<file path="src/rtl/ttc_pkg.sv">
// Shared types and constants for the truth-table capture block.
package ttc_pkg;

  typedef enum logic [1:0] {
    IDLE    = 2'd0,
    CAPTURE = 2'd1,
    CHECK   = 2'd2,
    DONE    = 2'd3
  } ttc_state_e;

  localparam int TTC_N_IN = 3;

  // Expected tables for the two reference functions, bit i = minterm i.
  localparam logic [7:0] TTC_EXP_P1 = 8'h0E;
  localparam logic [7:0] TTC_EXP_P2 = 8'hE8;

  function automatic int ttc_rows(input int n);
    return 1 << n;
  endfunction

endpackage

</file>
<file path="src/rtl/ttc_popcount.sv">
// Population count of a W-bit vector; result wide enough to hold W.
module ttc_popcount #(
  parameter int W  = 8,
  parameter int CW = $clog2(W + 1)
) (
  input  logic [W-1:0]  vec,
  output logic [CW-1:0] cnt
);

  always_comb begin
    cnt = '0;
    for (int i = 0; i < W; i++) cnt = cnt + CW'(vec[i]);
  end

endmodule

</file>
<file path="src/rtl/truth_table_capture.sv">
// Captures (index, bit) samples into a truth table and checks it against EXP_TABLE.
// Optional per-sample mismatch pulse on sample_err when TTC_STREAM_CHECK_EN is defined.
module truth_table_capture
  import ttc_pkg::*;
#(
  parameter int              N_IN      = TTC_N_IN,
  parameter int              ROWS      = ttc_rows(N_IN),
  parameter logic [ROWS-1:0] EXP_TABLE = ROWS'(TTC_EXP_P1)
) (
  input  logic            clk,
  input  logic            clr,
  input  logic            start,
  input  logic            in_valid,
  input  logic [N_IN-1:0] in_idx,
  input  logic            in_bit,
  output logic            busy,
  output logic [ROWS-1:0] table_o,
  output logic            done,
  output logic            pass,
  output logic [N_IN:0]   err_cnt,
  output logic [N_IN-1:0] first_err_idx,
  output logic            sample_err
);

  ttc_state_e      state, state_nxt;
  logic [ROWS-1:0] table_q, seen_q, diff;
  logic [N_IN:0]   pc;
  logic [N_IN-1:0] fe_c;

  assign table_o = table_q;
  assign diff    = table_q ^ EXP_TABLE;

  ttc_popcount #(.W(ROWS), .CW(N_IN + 1)) u_pop (
    .vec (diff),
    .cnt (pc)
  );

  always_comb begin
    fe_c = '0;
    for (int i = ROWS - 1; i >= 0; i--)
      if (diff[i]) fe_c = N_IN'(i);
  end

  always_ff @(posedge clk or negedge clr) begin
    if (!clr) state <= IDLE;
    else      state <= state_nxt;
  end

  // Completion is judged on the registered seen mask, so CHECK starts one
  // cycle after the last new row lands and done rises two edges after it.
  always_comb begin
    state_nxt = state;
    case (state)
      IDLE:    if (start) state_nxt = CAPTURE;
      CAPTURE: if (start) state_nxt = CAPTURE;
               else if (&seen_q) state_nxt = CHECK;
      CHECK:   state_nxt = start ? CAPTURE : DONE;
      DONE:    if (start) state_nxt = CAPTURE;
      default: state_nxt = IDLE;
    endcase
  end

  always_comb begin
    busy = 1'b0;
    done = 1'b0;
    case (state)
      CAPTURE, CHECK: busy = 1'b1;
      DONE:           done = 1'b1;
      default: ;
    endcase
  end

  always_ff @(posedge clk or negedge clr) begin
    if (!clr) begin
      table_q       <= '0;
      seen_q        <= '0;
      pass          <= 1'b0;
      err_cnt       <= '0;
      first_err_idx <= '0;
    end else if (start) begin
      table_q       <= '0;
      seen_q        <= '0;
      pass          <= 1'b0;
      err_cnt       <= '0;
      first_err_idx <= '0;
    end else begin
      case (state)
        CAPTURE: if (in_valid) begin
          table_q[in_idx] <= in_bit;
          seen_q[in_idx]  <= 1'b1;
        end
        CHECK: begin
          pass          <= (diff == '0);
          err_cnt       <= pc;
          first_err_idx <= fe_c;
        end
        default: ;
      endcase
    end
  end

`ifdef TTC_STREAM_CHECK_EN
  always_ff @(posedge clk or negedge clr) begin
    if (!clr) sample_err <= 1'b0;
    else      sample_err <= !start && (state == CAPTURE) && in_valid &&
                            (in_bit != EXP_TABLE[in_idx]);
  end
`else
  assign sample_err = 1'b0;
`endif

endmodule

</file>
<file path="config.mk">
export PLATFORM = sky130hd
export DESIGN_NAME = truth_table_capture
export DESIGN_NICKNAME = d
export VERILOG_FILES = /design/src/rtl/ttc_pkg.sv /design/src/rtl/ttc_popcount.sv /design/src/rtl/truth_table_capture.sv
export SDC_FILE = /design/constraint.sdc
export NUM_CORES = 1
export LEC_CHECK = 0
export ABC_AREA = 1
export ABC_CLOCK_PERIOD_IN_PS = 4400
export CORE_UTILIZATION = 45
export DETAILED_ROUTE_END_ITERATION = 8
export DONT_BUFFER_PORTS = 1
export GPL_ROUTABILITY_DRIVEN = 1
export PLACE_DENSITY = 0.67
export SLEW_MARGIN = 20
export SYNTH_ARGS = -nofsm -noshare
export SYNTH_HDL_FRONTEND = slang
export SYNTH_SLANG_ARGS = --single-unit
</file>
<file path="constraint.sdc">
create_clock -name clk -period 4.4 [get_ports clk]
set_input_delay 0.66 -clock clk [delete_from_list [all_inputs] [get_ports clk]]
set_output_delay 0.66 -clock clk [all_outputs]
set_load 0.01 [all_outputs]
</file>
# After elaboration in Yosys (flattened, before gate mapping)
# Cells that the tools add are included.
[word_totals]
output_inout_bits = 19
elab_cells = 63
input_bits = 8
reg_bits = 26
[op_classes]
n_lt_le_gt_ge = 2
n_bitwise = 2
n_eq_ne = 5
muxes = 30
add_sub_neg = 7
n_reduce_logical = 11
[op_table]
columns = ["cell", "n"]
rows = [
  ["$mux 8", 6],
  ["$mux 3", 10],
  ["$add 4x1->4", 6],
  ["$bwmux 8", 1],
  ["$logic_not 8->1", 1],
  ["$mux 2", 4],
  ["$mux 4", 2],
  ["$or 8x8->8", 1],
  ["$reduce_and 8->1", 1],
  ["$pmux 2 s3", 1],
  ["$reduce_bool 2->1", 3],
  ["$mux 1", 5],
  ["$eq 2x2->1 const B", 2],
  ["$lt 3x4->1 const B", 1],
  ["$reduce_and 2->1", 2],
  ["$reduce_or 2->1", 2],
  ["$demux 1 s3", 1],
  ["$ge 3x1->1 const B", 1],
  ["$ne 3x3->1 const B", 1],
  ["$not 3->3", 1],
  ["$add 1x1->2", 1],
  ["$eq 2x1->1 const B", 1],
  ["$logic_not 2->1", 1],
  ["$ne 2x1->1 const B", 1],
  ["$logic_and 1x1->1", 1],
]

# Logic depth before layout (Yosys ltp)
# Gate-level depths: netlist of run 1.
[depth]
word_depth = 10
depth_mapped = 12
depth_no_buf = 12

# Cells and area by module
# A second synthesis of run 1 with hierarchy kept.
[hier_totals]
cells_unflattened = 177
hier_area_um2 = 1455.1
[by_module_without_submodules]
columns = ["module", "seq_area_each_um2", "instances", "cells_each", "area_each_um2"]
rows = [
  ["truth_table_capture", 650.6, 1, 148, 1253.7],
  ["ttc_popcount", 0.0, 1, 29, 201.4],
]

# Worst setup path before layout of run 1
# OpenSTA, ideal clock, no wires.
[synth_path]
path_type = "register to register"
from = "register table_q[0] (netlist: table_o[0])"
to = "register err_cnt[1]"
path_slack_ps = 1382
path_stages_with_launch = 12
setup_time_ps = 121
arrival_ps = 2897
required_ps = 4279
path_buffers = 0
synth_period_minus_slack_ps = 3018
cell_sequence = "dfrtp_1 -> inv_1 -> ha_1 -> inv_1 -> fa_1 -> inv_1 -> fa_1 -> inv_1 -> fa_1 -> inv_1 -> fa_1 -> a22o_1"
[synth_via]
elab_chain_len = 9
[synth_lines]
columns = ["element", "line", "rtl"]
rows = [
  ["start, declared", "truth_table_capture.sv:26", "logic [ROWS-1:0] table_q, seen_q, diff;"],
  ["start signal, assigned by index", "truth_table_capture.sv:89", "table_q[in_idx] <= in_bit;"],
  ["$add 1x1->2", "ttc_popcount.sv:12", "for (int i = 0; i < W; i++) cnt = cnt + CW'(vec[i]);"],
  ["$add 4x1->4 (6 in a row)", "ttc_popcount.sv:12", ""],
  ["$mux 4", "truth_table_capture.sv:87", "case (state)"],
  ["$mux 4", "truth_table_capture.sv:80", "end else if (start) begin"],
  ["end signal, assigned", "truth_table_capture.sv:94", "err_cnt <= pc;"],
  ["end, declared", "truth_table_capture.sv:20", "output logic [N_IN:0] err_cnt,"],
]
# No other way between the ends. The select of a mux whose other input is x is not followed.
# A chain may end at the register's enable or synchronous reset.

# Worst setup path after layout of run 1
# Same ends and word-level chain as after synthesis.

==> reports/qor.txt, run 1 <==
Overflow after GRT = 0
Max Root-Sink Buffers = 2
Dominant register cell in the synthesized netlist = dfrtp_1
Worst slack, placed = 1.29 ns
Buffer count from post-CTS setup fixing = 0
CTS tree = yes
Synth Area in Compound Gates = 0.115
Synthesis-to-finish area growth = 6.90%
Worst Hold Class = input pin to async pin
Largest family of logic cells by synthesized area = simple AND/OR/NAND/NOR gates
RSZ-0062 raised after global routing = false
Starting Density = 0.492
Top post-synthesis cells by area = dfrtp_1 (46%), nand2_1 (9.0%), inv_1 (6.6%), ha_1 (6.2%), fa_1 (5.7%)
Worst Setup End Kind = flip-flop
Final hold viol count = 0
Syn_area_per_cell = 8.79 sq um
VDD IR-drop max = 0.147 mV
WL final = 2530 um
Mux contribution to synthesized area = 0
Run status = finished clean
Clk Latency, worst-skew pair = 0.32 ns
Synth unique cells = 26
Post-cts gate resize count = 0
Layout cell share with drive strength beyond 1 = 0.123
Max-Cap Viols = 0
Die W = 58.1 um
Cell Area, Synth = 1420 sq um
Final worst slack = 1.27 ns
EDFF count, synth = 0
Skew final = 0.00556 ns
Core box area = 2880 sq um
Synth cell count leaders = nand2_1 (34), dfrtp_1 (26), inv_1 (25)
Largest net degree at the start of global routing = 27
Worst Path Required = 4.62 ns
FF+latch area = 651 sq um
Post-synthesis cell count = 161
FF-to-FF setup slack = 1.27 ns
Wire length per cell = 12.4 um
Vias in the first global route = 958
Hold Worst Slack = 0.127 ns
Initial antenna violation count = 0
N_diodes = 0
Largest fanout on the critical path = 4
Setup TNS = 0 ns
Synth area leader = dfrtp_1
Number of synthesized register bits = 26
Fillers = 260
Crit Path Class = flip-flop to flip-flop
Synth Area in Simple Gates = 0.191
PwrDens = 306 nW/um^2
Vias post-DR = 996
Worst Reg-to-Reg Cells = 11
Total track usage = 0.168
Die area = 3370 sq um
Max Slew Vio Count = 0
Ys async rst share = 1.00
CP startpoint kind = flip-flop
TritonCTS Buffers = 3
Register area share after synthesis = 0.460
Final period util = 0.710
DR iter-0 viols = 29
Min Tclk post-route = 3.13 ns
# setup viols final = 0
Die height = 58.1 um
Footprint of the multi-input gates = 613 sq um
Nets = 182
First-pass GRT wire length = 4240 um
Top-count cell post-synth = nand2_1
Root Driver = clkbuf_4
Leak = 0.739 nW
Max Fclk = 0.320 GHz
Area share of xor/xnor cells in the synthesized design = 0.00619
Post-DP HPWL = 2010 um
CP Data Arrival Time = 3.35 ns
CTS H-tree lvls = 1
Share of the core filled with cells = 0.526
PortBufs = 0
Yosys top cell area share = 0.460
CTS clock-pin slew for the worst setup and hold paths = 0.14 ns
RD Place Congestion = 0.804
I/O pin cnt = 27
Vias per std cell = 4.88
DRC viols = 0
# hold bufs at CTS = 1
Syn_nets = 180
Post-synthesis adder-cell area fraction = 0.118
Cell Rows = 19
Yosys warns = 0
Routed Antenna Nets = 0
DRT Pass-1 Iters = 4
Clock Sinks = 26
[placed cells by master (no fill, tap or decap)]
cell type	Yosys	layout
nand2_1	34	34
o21ai_1	7	7
a211oi_2	1	1
a22o_1	1	1
inv_2	8	8
nand4_1	1	1
nor3_1	3	3
nor2_4	3	3
conb_1	1	1
inv_1	25	25
nand3_1	2	2
a211oi_1	6	6
fa_1	4	4
a31oi_1	1	1
nor2_1	12	12
dfrtp_1	26	26
nor2_2	1	1
a21oi_1	11	11
buf_12	0	1
clkbuf_4	0	3
xnor2_1	1	1
nand2_2	1	1
nor2_8	1	1
bufinv_16	0	1
ha_1	7	7
[layout make-up]
cell class / count / share of cell area
clock buffers: 3 / 0.0149
clock inverters: 1 / 0.0199
inverters: 33 / 0.0819
multi-input cells: 98 / 0.405
flip-flops and latches: 26 / 0.430
well taps: 42 / 0.0347
repair buffers: 1 / 0.0132
[routing by layer]
metal | global-route usage | vias to the layer above | wire length [um]
li1 | - | 502 | -
met1 | 0.205 | 471 | 1140
met2 | 0.289 | 21 | 1280
met3 | 0.0379 | 2 | 98
met4 | 0.0612 | 0 | 15
met5 | 0 | - | 0
[power breakdown]
part	switching, mW	total (mW)	internal (mW)
clock network	0.0706	0.163	0.0921
registers	0.00608	0.251	0.245
logic	0.0313	0.0495	0.0182
[state kept, by name (all words and copies together), names as in the netlist]
register and count:
seen_q 8, table_o 8, err_cnt 4, first_err_idx 3, state 2, pass 1
[worst paths after layout]
path,end,startpoint
min,first_err_idx[1]$_DFFE_PN0P_,clr
max reg2reg,err_cnt[1]$_DFFE_PN0P_,table_o[0]$_DFFE_PN0P_
min reg2reg,seen_q[4]$_DFFE_PN0P_,seen_q[4]$_DFFE_PN0P_
max,err_cnt[1]$_DFFE_PN0P_,table_o[0]$_DFFE_PN0P_
min in group clk,seen_q[6]$_DFFE_PN0P_,start
max in group asynchronous,state[1]$_DFFE_PN0P_,clr
[metrics by stage]
stage	power (mW)	instance area, sq um	instances
2_1_floorplan	0.296	1420	161
3_3_place_gp	0.298	1440	199
3_5_place_dp	0.299	1440	199
4_1_cts	0.471	1510	204
5_1_grt	0.487	1510	204
6_report	0.463	1510	204
[worst max-delay path, cell delays in order, from the launching register on]
cell and delay, ns:
dfrtp_1 0.50, inv_1 0.10, ha_1 0.28, inv_1 0.04, fa_1 0.47, inv_1 0.05
fa_1 0.49, inv_1 0.05, fa_1 0.35, inv_1 0.09, fa_1 0.40, a22o_1 0.20
[cells by family after synthesis]
kind of cell | Yosys count
AO/OA/AOI/OAI | 27
XOR/XNOR | 1
adder cells (fa/ha/maj) | 11
buffers and inverters | 37
flip-flops | 26
other | 1
AND/OR/NAND/NOR | 58
No activity file was read; power rests on OpenSTA's default activity.
==> run 2, diff against run 1 <==
--- a/config.mk
+++ b/config.mk
@@ -6,12 +6,12 @@
 export NUM_CORES = 1
 export LEC_CHECK = 0
 export ABC_AREA = 1
-export ABC_CLOCK_PERIOD_IN_PS = 4400
+export ABC_CLOCK_PERIOD_IN_PS = 2800
 export CORE_UTILIZATION = 45
 export DETAILED_ROUTE_END_ITERATION = 8
 export DONT_BUFFER_PORTS = 1
 export GPL_ROUTABILITY_DRIVEN = 1
-export PLACE_DENSITY = 0.67
+export PLACE_DENSITY = 0.69
 export SLEW_MARGIN = 20
 export SYNTH_ARGS = -nofsm -noshare
 export SYNTH_HDL_FRONTEND = slang
==> constraint.sdc (replaced) <==
create_clock -name clk -period 2.8 [get_ports clk]
set_input_delay 0.42 -clock clk [delete_from_list [all_inputs] [get_ports clk]]
set_output_delay 0.42 -clock clk [all_outputs]
set_load 0.01 [all_outputs]
==> run 2 against run 1 <==
The flow now finishes with violations (setup timing); first-iteration DRC count rose by 6.9%; sequential share of layout area fell by 1.2 points; sequential cell count did not move; clock power rose by 17%; combinational power rose by 85%; clock skew rose by 0.0023 ns; utilization rose by 1.7 points; setup slack got worse by 1.3 ns; largest power group unchanged; highest routed layer unchanged.
==> reports/qor.txt, run 2 (synthesized netlist as in run 1, its figures left out) <==
Run status = finished with violations
Failing checks = setup timing
Die area = 3370 sq um
Vias post-DR = 1023
Max-Cap Viols = 0
Max Slew Vio Count = 0
Final period util = 1.02
Worst path max stage delay = 0.49 ns
Clock Sinks = 26
Vias in the first global route = 1025
Worst Path Required = 3.03 ns
Post-DP HPWL = 2100 um
Vias per std cell = 4.87
RSZ-0062 raised after global routing = true
Overflow after GRT = 0
Root Driver = clkbuf_4
CTS H-tree lvls = 1
CTS tree = yes
Fillers = 269
Most common cell after layout, fill and taps aside = nand2_1
Routed Antenna Nets = 0
WL final = 2650 um
Buffer count from post-CTS setup fixing = 0
RD Place Congestion = 0.758
Share of the core filled with cells = 0.543
Largest fanout on the critical path = 2
DRC viols = 0
Crit-path slowest cell = fa_1
Worst R2R Start = table_o[1]$_DFFE_PN0P_
Worst Setup End Kind = flip-flop
Footprint of the multi-input gates = 628 sq um
Max Root-Sink Buffers = 2
DRT Pass-1 Iters = 4
Worst Reg-to-Reg Cells = 10
CP startpoint kind = flip-flop
Crit Path Class = flip-flop to flip-flop
Worst Hold Class = input pin to flip-flop
Most frequent cells in the layout = nand2_1 (34), dfrtp_1 (24), inv_1 (21)
FF+latch area = 653 sq um
CP Data Arrival Time = 3.10 ns
Largest net degree at the start of global routing = 27
Initial antenna violation count = 0
Min Tclk post-route = 2.87 ns
Worst-path cell chain = ha_4 > inv_2 > fa_1 > inv_1 > fa_1 > inv_2 > fa_2 > inv_2 > fa_1 > a22o_1
Worst r2r dst = err_cnt[1]$_DFFE_PN0P_
# setup viols final = 1
CTS clock-pin slew for the worst setup and hold paths = 0.14 ns
First-pass GRT wire length = 4500 um
Design Power = 674 uW
Crit path from = table_o[1]$_DFFE_PN0P_
Clk Latency, worst-skew pair = 0.32 ns
Crit path capture = err_cnt[1]$_DFFE_PN0P_
Final worst slack = -0.0652 ns
Leak = 0.752 nW
Max Fclk = 0.349 GHz
Skew final = 0.00785 ns
I/O pin cnt = 27
Layout cell share with drive strength beyond 1 = 0.196
PortBufs = 0
VDD IR-drop max = 0.160 mV
N_diodes = 0
Final hold viol count = 0
Hold Worst Slack = 0.138 ns
Starting Density = 0.492
Wire length per cell = 12.6 um
Die W = 58.1 um
Synthesis-to-finish area growth = 10.3%
Nets = 188
Worst slack, placed = -0.105 ns
Die height = 58.1 um
FF-to-FF setup slack = -0.07 ns
DR iter-0 viols = 31
PwrDens = 432 nW/um^2
Hold Crit Depth = 1
TritonCTS Buffers = 3
Cell Rows = 19
Core box area = 2880 sq um
Total track usage = 0.174
run 2: per-stage QoR:
| step | cells | setup TNS (ns) | instance area, sq um |
|---|---|---|---|
| floorplan | 161 | -0.0939 | 1430 |
| global placement | 204 | -0.0403 | 1500 |
| detailed placement | 204 | -0.105 | 1500 |
| CTS | 210 | -0.0764 | 1560 |
| global route | 210 | -0.171 | 1560 |
| finish | 210 | -0.0652 | 1560 |
run 2: worst max-delay path: cells and delay by family (launching register included):
| kind | cells | cell delay [ns] |
|---|---|---|
| buffers and inverters | 4 | 0.19 |
| adders and majority gates | 5 | 1.95 |
| DFF | 1 | 0.45 |
| AOI/OAI and AO/OA | 1 | 0.18 |
run 2: worst min path at each step:
stage	startpoint	end	slack (ns)
global placement	clr	first_err_idx[0]$_DFFE_PN0P_	0.12
finish	start	seen_q[7]$_DFFE_PN0P_	0.14
floorplan	clr	err_cnt[0]$_DFFE_PN0P_	0.12
global route	start	seen_q[1]$_DFFE_PN0P_	0.12
CTS	start	seen_q[7]$_DFFE_PN0P_	0.13
detailed placement	clr	first_err_idx[0]$_DFFE_PN0P_	0.12
run 2: power by group:
| group | switching (mW) | leakage [nW] | internal, mW |
|---|---|---|---|
| Combinational | 0.0564 | 0.381 | 0.0352 |
| Sequential | 0.00784 | 0.351 | 0.385 |
| Clock | 0.111 | 0.0210 | 0.0795 |
| Total | 0.175 | 0.752 | 0.499 |
run 2: layer usage:
metal	wire length, um	GRT usage	share of wire
met1	1130	0.205	0.43
met5	0	0	0
met2	1390	0.320	0.53
met4	10	0.0408	0.0038
met3	114	0.0402	0.043
run 2: final cells by class:
type / count / share of cell area
sequential: 26 / 0.418
multi-input combinational: 98 / 0.402
inverter: 33 / 0.0793
timing repair buffer: 7 / 0.0433
tap: 42 / 0.0337
clock buffer: 4 / 0.0232
run 2: what timing repair did:
item | in CTS | in global routing
endpoints found under the hold margin | 26 | 0
pin swaps | 2 | 0
hold buffers | 2 | 0
gates resized for setup | 2 | 0
gates cloned | 0 | 0
endpoints found under the setup margin | 1 | 2
